<file path="src/rtl/fetch_pkg.sv">
// Shared types and constants for the fetch queue: the bubble instruction, control-flow opcodes
// and the {PC, instruction} entry stored per slot.
package fetch_pkg;

   localparam int          FQ_XLEN    = 32;
   localparam logic [31:0] NOP_INST   = 32'h0000_0013;   // addi x0, x0, 0
   localparam logic [6:0]  OPC_JAL    = 7'b110_1111;
   localparam logic [6:0]  OPC_JALR   = 7'b110_0111;
   localparam logic [6:0]  OPC_BRANCH = 7'b110_0011;

   typedef struct packed {
      logic [FQ_XLEN-1:0] pc;
      logic [FQ_XLEN-1:0] inst;
   } fq_entry_t;

   function automatic logic is_ctrl_flow(input logic [31:0] inst);
      return (inst[6:0] == OPC_JAL) || (inst[6:0] == OPC_JALR) || (inst[6:0] == OPC_BRANCH);
   endfunction

endpackage

</file>
<file path="src/rtl/fq_storage.sv">
// Entry array for the fetch queue: one write port, asynchronous read mux.
// No reset: whether a slot holds live data is decided by the occupancy count in the top level.
module fq_storage
   import fetch_pkg::*;
#(
   parameter int DEPTH = 4,
   localparam int PTR_W = $clog2(DEPTH)
) (
   input  logic             clk,
   input  logic             wr_en_i,
   input  logic [PTR_W-1:0] wr_ptr_i,
   input  fq_entry_t        wr_data_i,
   input  logic [PTR_W-1:0] rd_ptr_i,
   output fq_entry_t        rd_data_o
);

   fq_entry_t mem_q [DEPTH];

   always_ff @(posedge clk) begin
      if (wr_en_i) begin
         mem_q[wr_ptr_i] <= wr_data_i;
      end
   end

   assign rd_data_o = mem_q[rd_ptr_i];

endmodule

</file>
<file path="src/rtl/fetch_queue.sv">
// DEPTH-entry fetch->decode instruction queue with NOP-padded head output and whole-queue kill.
// Optional feature: define FETCH_QUEUE_BYPASS_EN for a zero-latency fetch->decode path when empty.
module fetch_queue
   import fetch_pkg::*;
#(
   parameter int              XLEN  = 32,
   parameter int              DEPTH = 4,
   parameter logic [XLEN-1:0] NOP   = NOP_INST
) (
   input  logic                       clk,
   input  logic                       rst_n,
   input  logic                       push_valid,
   output logic                       push_ready,
   input  logic [XLEN-1:0]            PC_f,
   input  logic [XLEN-1:0]            inst_f,
   input  logic                       stall,
   input  logic                       kill_dx,
   output logic                       valid_d,
   output logic [XLEN-1:0]            PC_d,
   output logic [XLEN-1:0]            inst_d,
   output logic [4:0]                 addr_rs1,
   output logic [4:0]                 addr_rs2,
   output logic [$clog2(DEPTH+1)-1:0] count
);

   localparam int               PTR_W    = $clog2(DEPTH);
   localparam int               CNT_W    = $clog2(DEPTH+1);
   localparam logic [CNT_W-1:0] FULL_CNT = CNT_W'(DEPTH);

   logic [PTR_W-1:0] wr_ptr_q, wr_ptr_d;
   logic [PTR_W-1:0] rd_ptr_q, rd_ptr_d;
   logic [CNT_W-1:0] count_q, count_d;

   logic      head_valid;
   logic      bypass_hit;
   logic      wr_en;
   logic      rd_en;
   fq_entry_t wr_entry;
   fq_entry_t rd_entry;

   assign head_valid = (count_q != '0);
   assign push_ready = (count_q != FULL_CNT);

`ifdef FETCH_QUEUE_BYPASS_EN
   assign bypass_hit = rst_n & ~kill_dx & push_valid & ~head_valid;
`else
   assign bypass_hit = 1'b0;
`endif

   // A bypassed instruction that decode takes this cycle is never written.
   assign wr_en = rst_n & push_valid & push_ready & ~kill_dx & ~(bypass_hit & ~stall);
   assign rd_en = head_valid & ~stall & ~kill_dx;

   assign wr_entry = '{pc: PC_f, inst: inst_f};

   fq_storage #(
      .DEPTH (DEPTH)
   ) u_storage (
      .clk       (clk),
      .wr_en_i   (wr_en),
      .wr_ptr_i  (wr_ptr_q),
      .wr_data_i (wr_entry),
      .rd_ptr_i  (rd_ptr_q),
      .rd_data_o (rd_entry)
   );

   always_comb begin
      wr_ptr_d = wr_ptr_q;
      rd_ptr_d = rd_ptr_q;
      count_d  = count_q;
      if (wr_en) begin
         wr_ptr_d = wr_ptr_q + 1'b1;
      end
      if (rd_en) begin
         rd_ptr_d = rd_ptr_q + 1'b1;
      end
      case ({wr_en, rd_en})
         2'b10:   count_d = count_q + 1'b1;
         2'b01:   count_d = count_q - 1'b1;
         default: count_d = count_q;
      endcase
   end

   // Kill behaves as a synchronous clear of the control state; entry contents are left stale.
   always_ff @(posedge clk) begin
      if (!rst_n || kill_dx) begin
         wr_ptr_q <= '0;
         rd_ptr_q <= '0;
         count_q  <= '0;
      end else begin
         wr_ptr_q <= wr_ptr_d;
         rd_ptr_q <= rd_ptr_d;
         count_q  <= count_d;
      end
   end

   always_comb begin
      valid_d = 1'b0;
      PC_d    = '0;
      inst_d  = NOP;
      if (head_valid) begin
         valid_d = 1'b1;
         PC_d    = rd_entry.pc;
         inst_d  = rd_entry.inst;
      end else if (bypass_hit) begin
         valid_d = 1'b1;
         PC_d    = PC_f;
         inst_d  = inst_f;
      end
   end

   assign addr_rs1 = inst_d[19:15];
   assign addr_rs2 = inst_d[24:20];
   assign count    = count_q;

endmodule

</file>
<file path="config.mk">
export PLATFORM = sky130hd
export DESIGN_NAME = fetch_queue
export DESIGN_NICKNAME = d
export VERILOG_FILES = /design/src/rtl/fetch_pkg.sv /design/src/rtl/fq_storage.sv /design/src/rtl/fetch_queue.sv
export SDC_FILE = /design/constraint.sdc
export NUM_CORES = 1
export LEC_CHECK = 0
export CORE_MARGIN = 2
export CORE_UTILIZATION = 45
export CTS_CLUSTER_DIAMETER = 50
export DETAILED_ROUTE_END_ITERATION = 7
export PLACE_DENSITY = 0.67
export SLEW_MARGIN = 20
export SYNTH_ARGS = -nofsm -noshare
export SYNTH_HDL_FRONTEND = slang
export SYNTH_SLANG_ARGS = --single-unit
</file>
<file path="constraint.sdc">
create_clock -name clk -period 3.2 [get_ports clk]
set_input_delay 0.64 -clock clk [delete_from_list [all_inputs] [get_ports clk]]
set_output_delay 0.64 -clock clk [all_outputs]
set_load 0.02 [all_outputs]
</file>
==> impl_metrics.env, run 1 <==
export IMPL_start_util_pct=45.5
export IMPL_maxSlewHeadroom_pct=66.1
export IMPL_finalWeightedCongestion=0.724
export IMPL_seq_area_frac_synth_pct=76.8
export IMPL_fmax_mhz=321
export IMPL_worstPathRequired_ps=2560
export IMPL_cts_tree="built"
export IMPL_swShare_pct=19.0
export IMPL_die_area_sq_mm=0.0240
export IMPL_pin_count=148
export IMPL_grt_pass1_vias=5367
export IMPL_hp_class="flop to flop"
export IMPL_status="completed"
export IMPL_p_leak_nw=4.18
export IMPL_grtUsageTotal_pct=16.1
export IMPL_dr_pass1_iters=4
export IMPL_areaGrowthSynthToFinish_pct=27.5
export IMPL_antenna_cells=0
export IMPL_ant_nets=0
export IMPL_synth_fp_nets=545
export IMPL_path_class="flop to output port"
export IMPL_drv_slew=0
export IMPL_worst_path_max_fanout=17
export IMPL_root_buffer="clkbuf_16"
export IMPL_vias_per_cell=5.22
export IMPL_io_buffers=147
export IMPL_final_cell_mix="256 x edfxtp_1, 142 x clkdlybuf4s50_1, 64 x mux4_2, 61 x and2_1, 31 x clkbuf_16"
export IMPL_dp_hpwl_um=10900
export IMPL_min_period_ps=3120
export IMPL_cts_hold_buf=0
export IMPL_drt_initial_drc_count=292
export IMPL_post_route_period_util_pct=97.5
export IMPL_core_sq_mm=0.0225
export IMPL_rsz0062_at_grt="no"
export IMPL_numCtsBuffers=28
export IMPL_power_frac_clock_pct=43.4
export IMPL_wl_um=19400
export IMPL_hold_violations=0
export IMPL_die_h_um=155
export IMPL_clkTransAtPathRegs_ps=60
export IMPL_tns_ps=0
export IMPL_yosys_warnings=0
export IMPL_setup_violations_final=0
export IMPL_netlist_area_sq_mm=0.0102
export IMPL_drive_gt1_share_pct=20.4
export IMPL_htree_levels=1
export IMPL_p_per_area_mw_per_mm2=557
export IMPL_syn_mean_instance_area_sq_um=21.8
export IMPL_grt_pass1_wl_um=29700
export IMPL_fin_total_pwr_mw=7.28
export IMPL_synth_seq_cells=265
export IMPL_wl_per_cell_um=20.7
export IMPL_layout_commonest_cell="edfxtp_1"
export IMPL_drc_errors=0
export IMPL_intPower_mw=5.89
export IMPL_setup_ws_ps=81.3
export IMPL_nets=706
export IMPL_synth_cells=470
export IMPL_grt_max_degree=65
export IMPL_ir_drop_uv=355
export IMPL_synthDistinctLibCells=32
export IMPL_start_kind="flop"
export IMPL_ff2ff_setup_slack_ps=740
export IMPL_post_place_ws_ps=378
export IMPL_antenna_found_initial=0
export IMPL_max_clock_path_buffers=3
export IMPL_insertion_delay_ps=520
export IMPL_seqPwrFrac_pct=52.9
export IMPL_placed_area_sq_mm=0.0120
export IMPL_switchingPower_mw=1.38
export IMPL_cp_end_kind="output port"
export IMPL_pwr_share_comb_pct=3.7
export IMPL_fp_dieW_um=155
export IMPL_arrival_ps=2480
export IMPL_worst_slew_pin_slew_ps=509
export IMPL_maxCapViolCount=0
export IMPL_stdcell_area_sq_mm=0.0131
export IMPL_rows=55
export IMPL_grt_overflow=0
export IMPL_cts_sinks=265
export IMPL_vias=4900
export IMPL_clock_skew_ps=9.07
==> what timing repair did <==
action                                  CTS  global route
pin swaps                                 0             1
setup buffers                             0             1
gates cloned                              0             2
endpoints found under the setup margin   72            70
gates resized for setup                   4             6
==> through the flow <==
stage,utilization (%),std cells,hold WS [ps]
global placement,53.5,883,480
detailed placement,53.5,883,495
finish,58.1,938,509
CTS,57.7,935,504
floorplan,-,470,459
global route,58.1,938,524
==> cell usage after synthesis, drive strengths merged <==
cell | instances | share of area, %
edfxtp | 256 | 75
and2 | 65 | 4.0
mux4 | 64 | 14
buf | 24 | 1.9
dfxtp | 9 | 1.8
inv | 8 | 0.29
clkbuf | 7 | 0.27
ha | 5 | 0.61
a21oi | 4 | 0.20
nand2 | 3 | 0.11
nor2 | 3 | 0.11
or2 | 3 | 0.18
nand2b | 2 | 0.12
nor3 | 2 | 0.15
o21ai | 2 | 0.098
or3 | 2 | 0.12
xor2 | 2 | 0.17
a211o | 1 | 0.085
and3 | 1 | 0.11
fa | 1 | 0.20
mux2i | 1 | 0.098
nand4 | 1 | 0.061
nor2b | 1 | 0.061
o211ai | 1 | 0.073
or3b | 1 | 0.11
or4 | 1 | 0.073
==> cell families after synthesis <==
| group | count (synthesis) | synth area share, % |
|---|---|---|
| buffers and inverters | 39 | 2.47 |
| AND/OR/NAND/NOR | 85 | 5.18 |
| adder cells (fa/ha/maj) | 6 | 0.806 |
| flip-flops | 265 | 76.8 |
| XOR/XNOR | 2 | 0.171 |
| multiplexers | 65 | 14.2 |
| AO/OA/AOI/OAI | 8 | 0.452 |
==> worst paths after layout <==
| check | start | end | depth (start not counted) |
|---|---|---|---|
| setup / recovery | flop | PC_d[31] | 4 |
| hold / removal | rd_ptr_q[1]$_SDFFE_PP0P_ | flop | 2 |
| setup reg to reg | count[2]$_SDFFE_PP0P_ | count[2]$_SDFFE_PP0P_ | 9 |
| hold reg to reg | rd_ptr_q[1]$_SDFFE_PP0P_ | flop | 2 |
==> worst max-delay path, cell delays in order (launching register included) <==
cell and delay, ps:
dfxtp_4 460, clkbuf_16 260, mux4_2 500, and2_1 160
clkdlybuf4s50_1 570
==> final cells by class <==
cell class / count / area [sq um]
sequential: 265 / 7880
fill: 1651 / 9440
multi-input combinational: 166 / 2140
clock inverter: 17 / 173
clock buffer: 35 / 748
timing repair buffer: 162 / 1740
tap: 285 / 357
inverter: 8 / 30.0
==> layer usage <==
layer  wire (um)  global-route usage [%]  share of wire, %
met5           0                       0                 0
met1        8530                    22.5                44
met2        9510                    26.6                49
met4         231                    3.53               1.2
met3        1150                    3.45               5.9
==> flip-flops by register name, summed over array words and instances (netlist names), named ones only <==
signal / cells
rd_ptr_q: 2
u_storage.mem_q: 256
count: 3
wr_ptr_q: 2
==> power groups by stage <==
| stage | sequential (mW) | clock [mW] | combinational, mW |
|---|---|---|---|
| after floorplan | 3.92 | 0 | 0.0978 |
| after global placement | 3.92 | 0 | 0.263 |
| after detailed placement | 3.92 | 0 | 0.273 |
| after CTS | 3.85 | 3.22 | 0.275 |
| after global routing | 3.85 | 3.36 | 0.293 |
| final | 3.85 | 3.16 | 0.272 |
(Power assumes the default switching activity.)
==> run 2: changes to the inputs <==
ABC_AREA = 1   (was unset)
CORE_UTILIZATION = 46   (was 45)
PLACE_DENSITY = 0.68   (was 0.67)
==> impl_metrics.env, run 2 <==
export IMPL_status="completed"
export IMPL_root_buffer="clkbuf_16"
export IMPL_synth_fp_nets=910
export IMPL_reg2reg_to="count[2]$_SDFFE_PP0P_"
export IMPL_whs_endpoint="wr_ptr_q[1]$_SDFFE_PP0P_"
export IMPL_fill_cells=1780
export IMPL_synth_top_cells_by_count="256 x edfxtp_1, 255 x nor2_1, 122 x o21ai_0"
export IMPL_slowest_stage="clkdlybuf4s50_1"
export IMPL_maxCapViolCount=0
export IMPL_dr_pass1_iters=4
export IMPL_grtUsageTotal_pct=18.0
export IMPL_worstPathCellList="clkinv_4 > buf_4 > o21ai_0 > a21oi_1 > clkdlybuf4s50_1"
export IMPL_grt_max_degree=101
export IMPL_p_per_area_mw_per_mm2=553
export IMPL_antenna_found_initial=0
export IMPL_arrival_ps=2400
export IMPL_grt_pass1_vias=6509
export IMPL_synth_async_sr_flop_share_pct=0
export IMPL_yosys_warnings=0
export IMPL_rows=55
export IMPL_rsz0062_at_grt="yes"
export IMPL_netlist_area_sq_mm=0.0105
export IMPL_synth_seq_cells=265
export IMPL_layout_commonest_cell="edfxtp_1"
export IMPL_drive_gt1_share_pct=6.93
export IMPL_start_kind="flop"
export IMPL_placed_area_sq_mm=0.0122
export IMPL_crit_family="buffers and inverters"
export IMPL_stdcell_area_sq_mm=0.0131
export IMPL_drt_initial_drc_count=474
export IMPL_syn_mean_instance_area_sq_um=12.6
export IMPL_final_cell_mix="256 x edfxtp_1, 251 x nor2_1, 146 x clkdlybuf4s50_1, 122 x o21ai_0, 70 x a21oi_1"
export IMPL_worst_path_max_fanout=34
export IMPL_placed_cells=1233
export IMPL_netlist_area_leader_share_pct=73.1
export IMPL_htree_levels=1
export IMPL_die_h_um=155
export IMPL_ys_top_cells_by_area="edfxtp_1 73%, nor2_1 9.1%, o21ai_0 5.8%, a21oi_1 3.3%, dfxtp_1 1.7%"
export IMPL_fmax_mhz=329
export IMPL_ys_flop_type="edfxtp_1"
export IMPL_cts_tree="built"
export IMPL_drv_slew=0
export IMPL_min_from="wr_ptr_q[1]$_SDFFE_PP0P_"
export IMPL_numCtsBuffers=27
export IMPL_worst_slew_pin_slew_ps=584
export IMPL_p_leak_nw=4.45
export IMPL_cts_hold_buf=0
export IMPL_tns_ps=0
export IMPL_seq_area_sq_mm=0.00787
export IMPL_synthDistinctLibCells=19
export IMPL_crit_buf_inv=3
export IMPL_drc_errors=0
export IMPL_post_cts_buffers=0
export IMPL_wl_per_cell_um=17.3
export IMPL_yosysTopAreaCell="edfxtp_1"
export IMPL_ff2ff_setup_slack_ps=970
export IMPL_maxSlewHeadroom_pct=61.1
export IMPL_multi_input_area_sq_mm=0.00220
export IMPL_vias=6655
export IMPL_io_buffers=147
export IMPL_ant_nets=0
export IMPL_path_class="flop to output port"
export IMPL_max_clock_path_buffers=3
export IMPL_worstPathRequired_ps=2560
export IMPL_worstReg2RegStart="count[1]$_SDFFE_PP0P_"
export IMPL_start_util_pct=46.7
export IMPL_ir_drop_uv=432
export IMPL_synth_edff_count=256
export IMPL_dp_hpwl_um=12500
export IMPL_antenna_cells=0
export IMPL_vias_per_cell=5.20
export IMPL_largest_reg_flops=256
export IMPL_core_sq_mm=0.0225
export IMPL_setup_violations_final=0
export IMPL_fp_dieW_um=155
export IMPL_min_path_cells=2
export IMPL_wl_um=22200
export IMPL_rr_worst_depth=12
export IMPL_yosysMostFrequentCell="edfxtp_1"
export IMPL_cp_end_kind="output port"
export IMPL_insertion_delay_ps=520
export IMPL_nets=1053
export IMPL_cpPeakStageDelay_ps=550
export IMPL_regMostFlops="u_storage.mem_q"
export IMPL_final_cells=1281
export IMPL_hp_class="flop to flop"
export IMPL_clkTransAtPathRegs_ps=60
export IMPL_cts_sinks=265
export IMPL_pin_count=148
export IMPL_areaGrowthSynthToFinish_pct=25.0
export IMPL_hold_violations=0
export IMPL_post_route_period_util_pct=95.0
export IMPL_grt_pass1_wl_um=33900
export IMPL_grt_overflow=0
export IMPL_clock_skew_ps=18.9
export IMPL_seq_area_frac_synth_pct=74.9
export IMPL_finalWeightedCongestion=0.733
export IMPL_min_period_ps=3040
export IMPL_die_area_sq_mm=0.0241
export IMPL_synth_cells=835
[run 2: routing by layer]
metal	routed length [um]	share of wire, %	vias to the layer above	track usage [%]
met5	0	0	-	0
met4	304	1.4	0	4.14
met3	1460	6.6	33	3.43
met2	11000	49	223	30.9
met1	9450	43	3189	23.9
li1	-	-	3210	-
[run 2: report_power, final]
group | internal, mW | total [mW] | switching [mW]
combinational | 0.159 | 0.346 | 0.187
sequential | 3.84 | 3.85 | 0.00896
clock | 1.86 | 3.07 | 1.20
[run 2: timing repair]
item,4_1_cts,5_1_grt
resized for setup,2,4
endpoints found under the setup margin,4,67
gates cloned,0,1
[run 2: cells by family (layout without fill, tap and decap cells)]
logic type	Yosys count	after routing	synth area share (%)
AND/OR/NAND/NOR	290	290	10.5
buffers and inverters	77	238	4.48
flip-flops	265	265	74.9
adder cells (fa/ha/maj)	6	6	0.786
AO/OA/AOI/OAI	197	197	9.38
[run 2: final cells by class]
cell class	instances	area share, %
flip-flops and latches	265	59.9
repair buffers	171	13.4
well taps	285	2.71
multi-input cells	493	16.8
clock buffers	35	5.37
clock inverters	12	1.20
inverters	20	0.629
[run 2: worst min-delay path, cell delays in order, from the launching register on]
cell     delay [ps]
dfxtp_1         340
nand3_1          90
nand2_1          50
[run 2: stage by stage]
| stage | hold slack (ps) | utilization, % | power (mW) | worst slack (ps) |
|---|---|---|---|---|
| 2_1_floorplan | 460 | - | 4.06 | -125 |
| 3_3_place_gp | 495 | 54.3 | 4.27 | 452 |
| 3_5_place_dp | 505 | 54.3 | 4.27 | 451 |
| 4_1_cts | 513 | 58.2 | 7.32 | 17.0 |
| 5_1_grt | 544 | 58.4 | 7.48 | -9.85 |
| 6_report | 511 | 58.4 | 7.26 | 159 |
[run 2: how the worst max path moves through the flow]
stage / start / cells after the start / to
2_1_floorplan: rst_n / 4 / u_storage.mem_q[0][0]$_DFFE_PP_
3_3_place_gp: flop / 5 / PC_d[29]
3_5_place_dp: rst_n / 6 / u_storage.mem_q[0][15]$_DFFE_PP_
4_1_cts: count[1]$_SDFFE_PP0P_ / 6 / PC_d[28]
5_1_grt: flop / 5 / PC_d[29]
6_report: flop / 5 / PC_d[29]
==> run 3: changes to the inputs <==
CORE_MARGIN = unset   (was 2)
==> impl_metrics.env, run 3 (synthesis gave the netlist of run 2 again) <==
export IMPL_seq_area_sq_mm=0.00787
export IMPL_worstReg2RegStart="count[1]$_SDFFE_PP0P_"
export IMPL_worst_path_max_fanout=65
export IMPL_power_frac_clock_pct=45.8
export IMPL_switchingPower_mw=1.51
export IMPL_post_route_period_util_pct=97.1
export IMPL_io_buffers=147
export IMPL_seqPwrFrac_pct=49.6
export IMPL_fmax_mhz=322
export IMPL_areaGrowthSynthToFinish_pct=27.6
export IMPL_wl_um=22700
export IMPL_htree_levels=1
export IMPL_multi_input_area_sq_mm=0.00220
export IMPL_wl_per_cell_um=17.8
export IMPL_start_util_pct=47.6
export IMPL_fin_total_pwr_mw=7.76
export IMPL_maxCapViolCount=0
export IMPL_arrival_ps=2470
export IMPL_grt_pass1_wl_um=35500
export IMPL_hp_class="flop to flop"
export IMPL_intPower_mw=6.25
export IMPL_max_clock_path_buffers=3
export IMPL_setup_violations_final=0
export IMPL_nets=1054
export IMPL_cts_tree="built"
export IMPL_cts_sinks=265
export IMPL_fp_dieW_um=153
export IMPL_p_per_area_mw_per_mm2=578
export IMPL_finalWeightedCongestion=0.712
export IMPL_swShare_pct=19.5
export IMPL_die_h_um=153
export IMPL_dp_hpwl_um=12700
export IMPL_grtUsageTotal_pct=19.3
export IMPL_dr_pass1_iters=4
export IMPL_post_place_ws_ps=600
export IMPL_p_leak_nw=4.66
export IMPL_clock_skew_ps=12.1
export IMPL_grt_max_degree=107
export IMPL_die_area_sq_mm=0.0235
export IMPL_maxSlewHeadroom_pct=71.0
export IMPL_placed_area_sq_mm=0.0123
export IMPL_root_buffer="clkbuf_16"
export IMPL_drive_gt1_share_pct=8.00
export IMPL_drc_errors=0
export IMPL_ir_drop_uv=443
export IMPL_layout_commonest_cell="edfxtp_1"
export IMPL_drt_initial_drc_count=460
export IMPL_pwr_share_comb_pct=4.6
export IMPL_worst_slew_pin_slew_ps=435
export IMPL_ant_nets=0
export IMPL_rsz0062_at_grt="yes"
export IMPL_fill_cells=1673
export IMPL_regMostFlops="u_storage.mem_q"
export IMPL_fin_util_pct=60.7
export IMPL_hold_violations=0
export IMPL_rows=54
export IMPL_antenna_cells=0
export IMPL_cp_end_kind="output port"
export IMPL_grt_overflow=0
export IMPL_final_cell_mix="256 x edfxtp_1, 251 x nor2_1, 141 x clkdlybuf4s50_1, 122 x o21ai_0, 70 x a21oi_1"
export IMPL_antenna_found_initial=1
export IMPL_grt_pass1_vias=6646
export IMPL_stdcell_area_sq_mm=0.0134
export IMPL_min_from="rd_ptr_q[1]$_SDFFE_PP0P_"
export IMPL_clkTransAtPathRegs_ps=60
export IMPL_start_kind="flop"
export IMPL_largest_reg_flops=256
export IMPL_setup_ws_ps=94.0
export IMPL_min_period_ps=3110
export IMPL_tns_ps=0
export IMPL_worstPathRequired_ps=2560
export IMPL_status="completed"
export IMPL_insertion_delay_ps=540
export IMPL_vias_per_cell=5.19
export IMPL_post_cts_buffers=0
export IMPL_core_sq_mm=0.0221
export IMPL_path_class="flop to output port"
export IMPL_numCtsBuffers=30
export IMPL_pin_count=148
export IMPL_vias=6644
export IMPL_drv_slew=0
run 3: path summary, 6_finish.rpt:
check,endpoint,slack (ps),cells past startpoint
hold / removal,rd_ptr_q[1]$_SDFFE_PP0P_,520,2
setup reg to reg,count[2]$_SDFFE_PP0P_,1230,14
setup / recovery,PC_d[28],90,6
hold reg to reg,rd_ptr_q[1]$_SDFFE_PP0P_,520,2
run 3: timing repair:
action                     CTS  global route
gates resized for setup      0            11
setup endpoints to repair    0            21
hold buffers                 0             0
run 3: power by group through the flow:
| stage | sequential (mW) | clock, mW | combinational (mW) |
|---|---|---|---|
| after floorplan | 3.93 | 0 | 0.133 |
| after global placement | 3.92 | 0 | 0.348 |
| after detailed placement | 3.92 | 0 | 0.353 |
| after CTS | 3.85 | 3.62 | 0.356 |
| after global routing | 3.85 | 3.76 | 0.382 |
| final | 3.85 | 3.55 | 0.353 |
run 3: per-stage QoR:
stage / instances / hold slack, ps
final: 1280 / 519
after detailed placement: 1226 / 501
after CTS: 1279 / 518
after floorplan: 835 / 460
after global placement: 1226 / 495
after global routing: 1280 / 537
run 3: area by class of cell:
cell class	instances	area share, %
sequential	265	58.7
timing repair buffer	169	13.8
inverter	20	0.588
clock inverter	16	1.70
multi-input combinational	493	16.4
clock buffer	37	6.17
tap	280	2.61
run 3: worst max-delay path, stage by stage, from the launching register on:
cell and delay [ps]:
dfxtp_4 420, buf_16 280, nor2_1 90, nor2_1 100, o21ai_0 90, a21oi_1 280, clkdlybuf4s50_1 660
run 3: metal layers:
metal  part of all wire, %  wire length, um  track usage (%)
met2                    50            11500             33.8
met5                     0                0                0
met3                   5.7             1290             3.88
met4                   1.9              425             5.10
met1                    42             9550             24.3
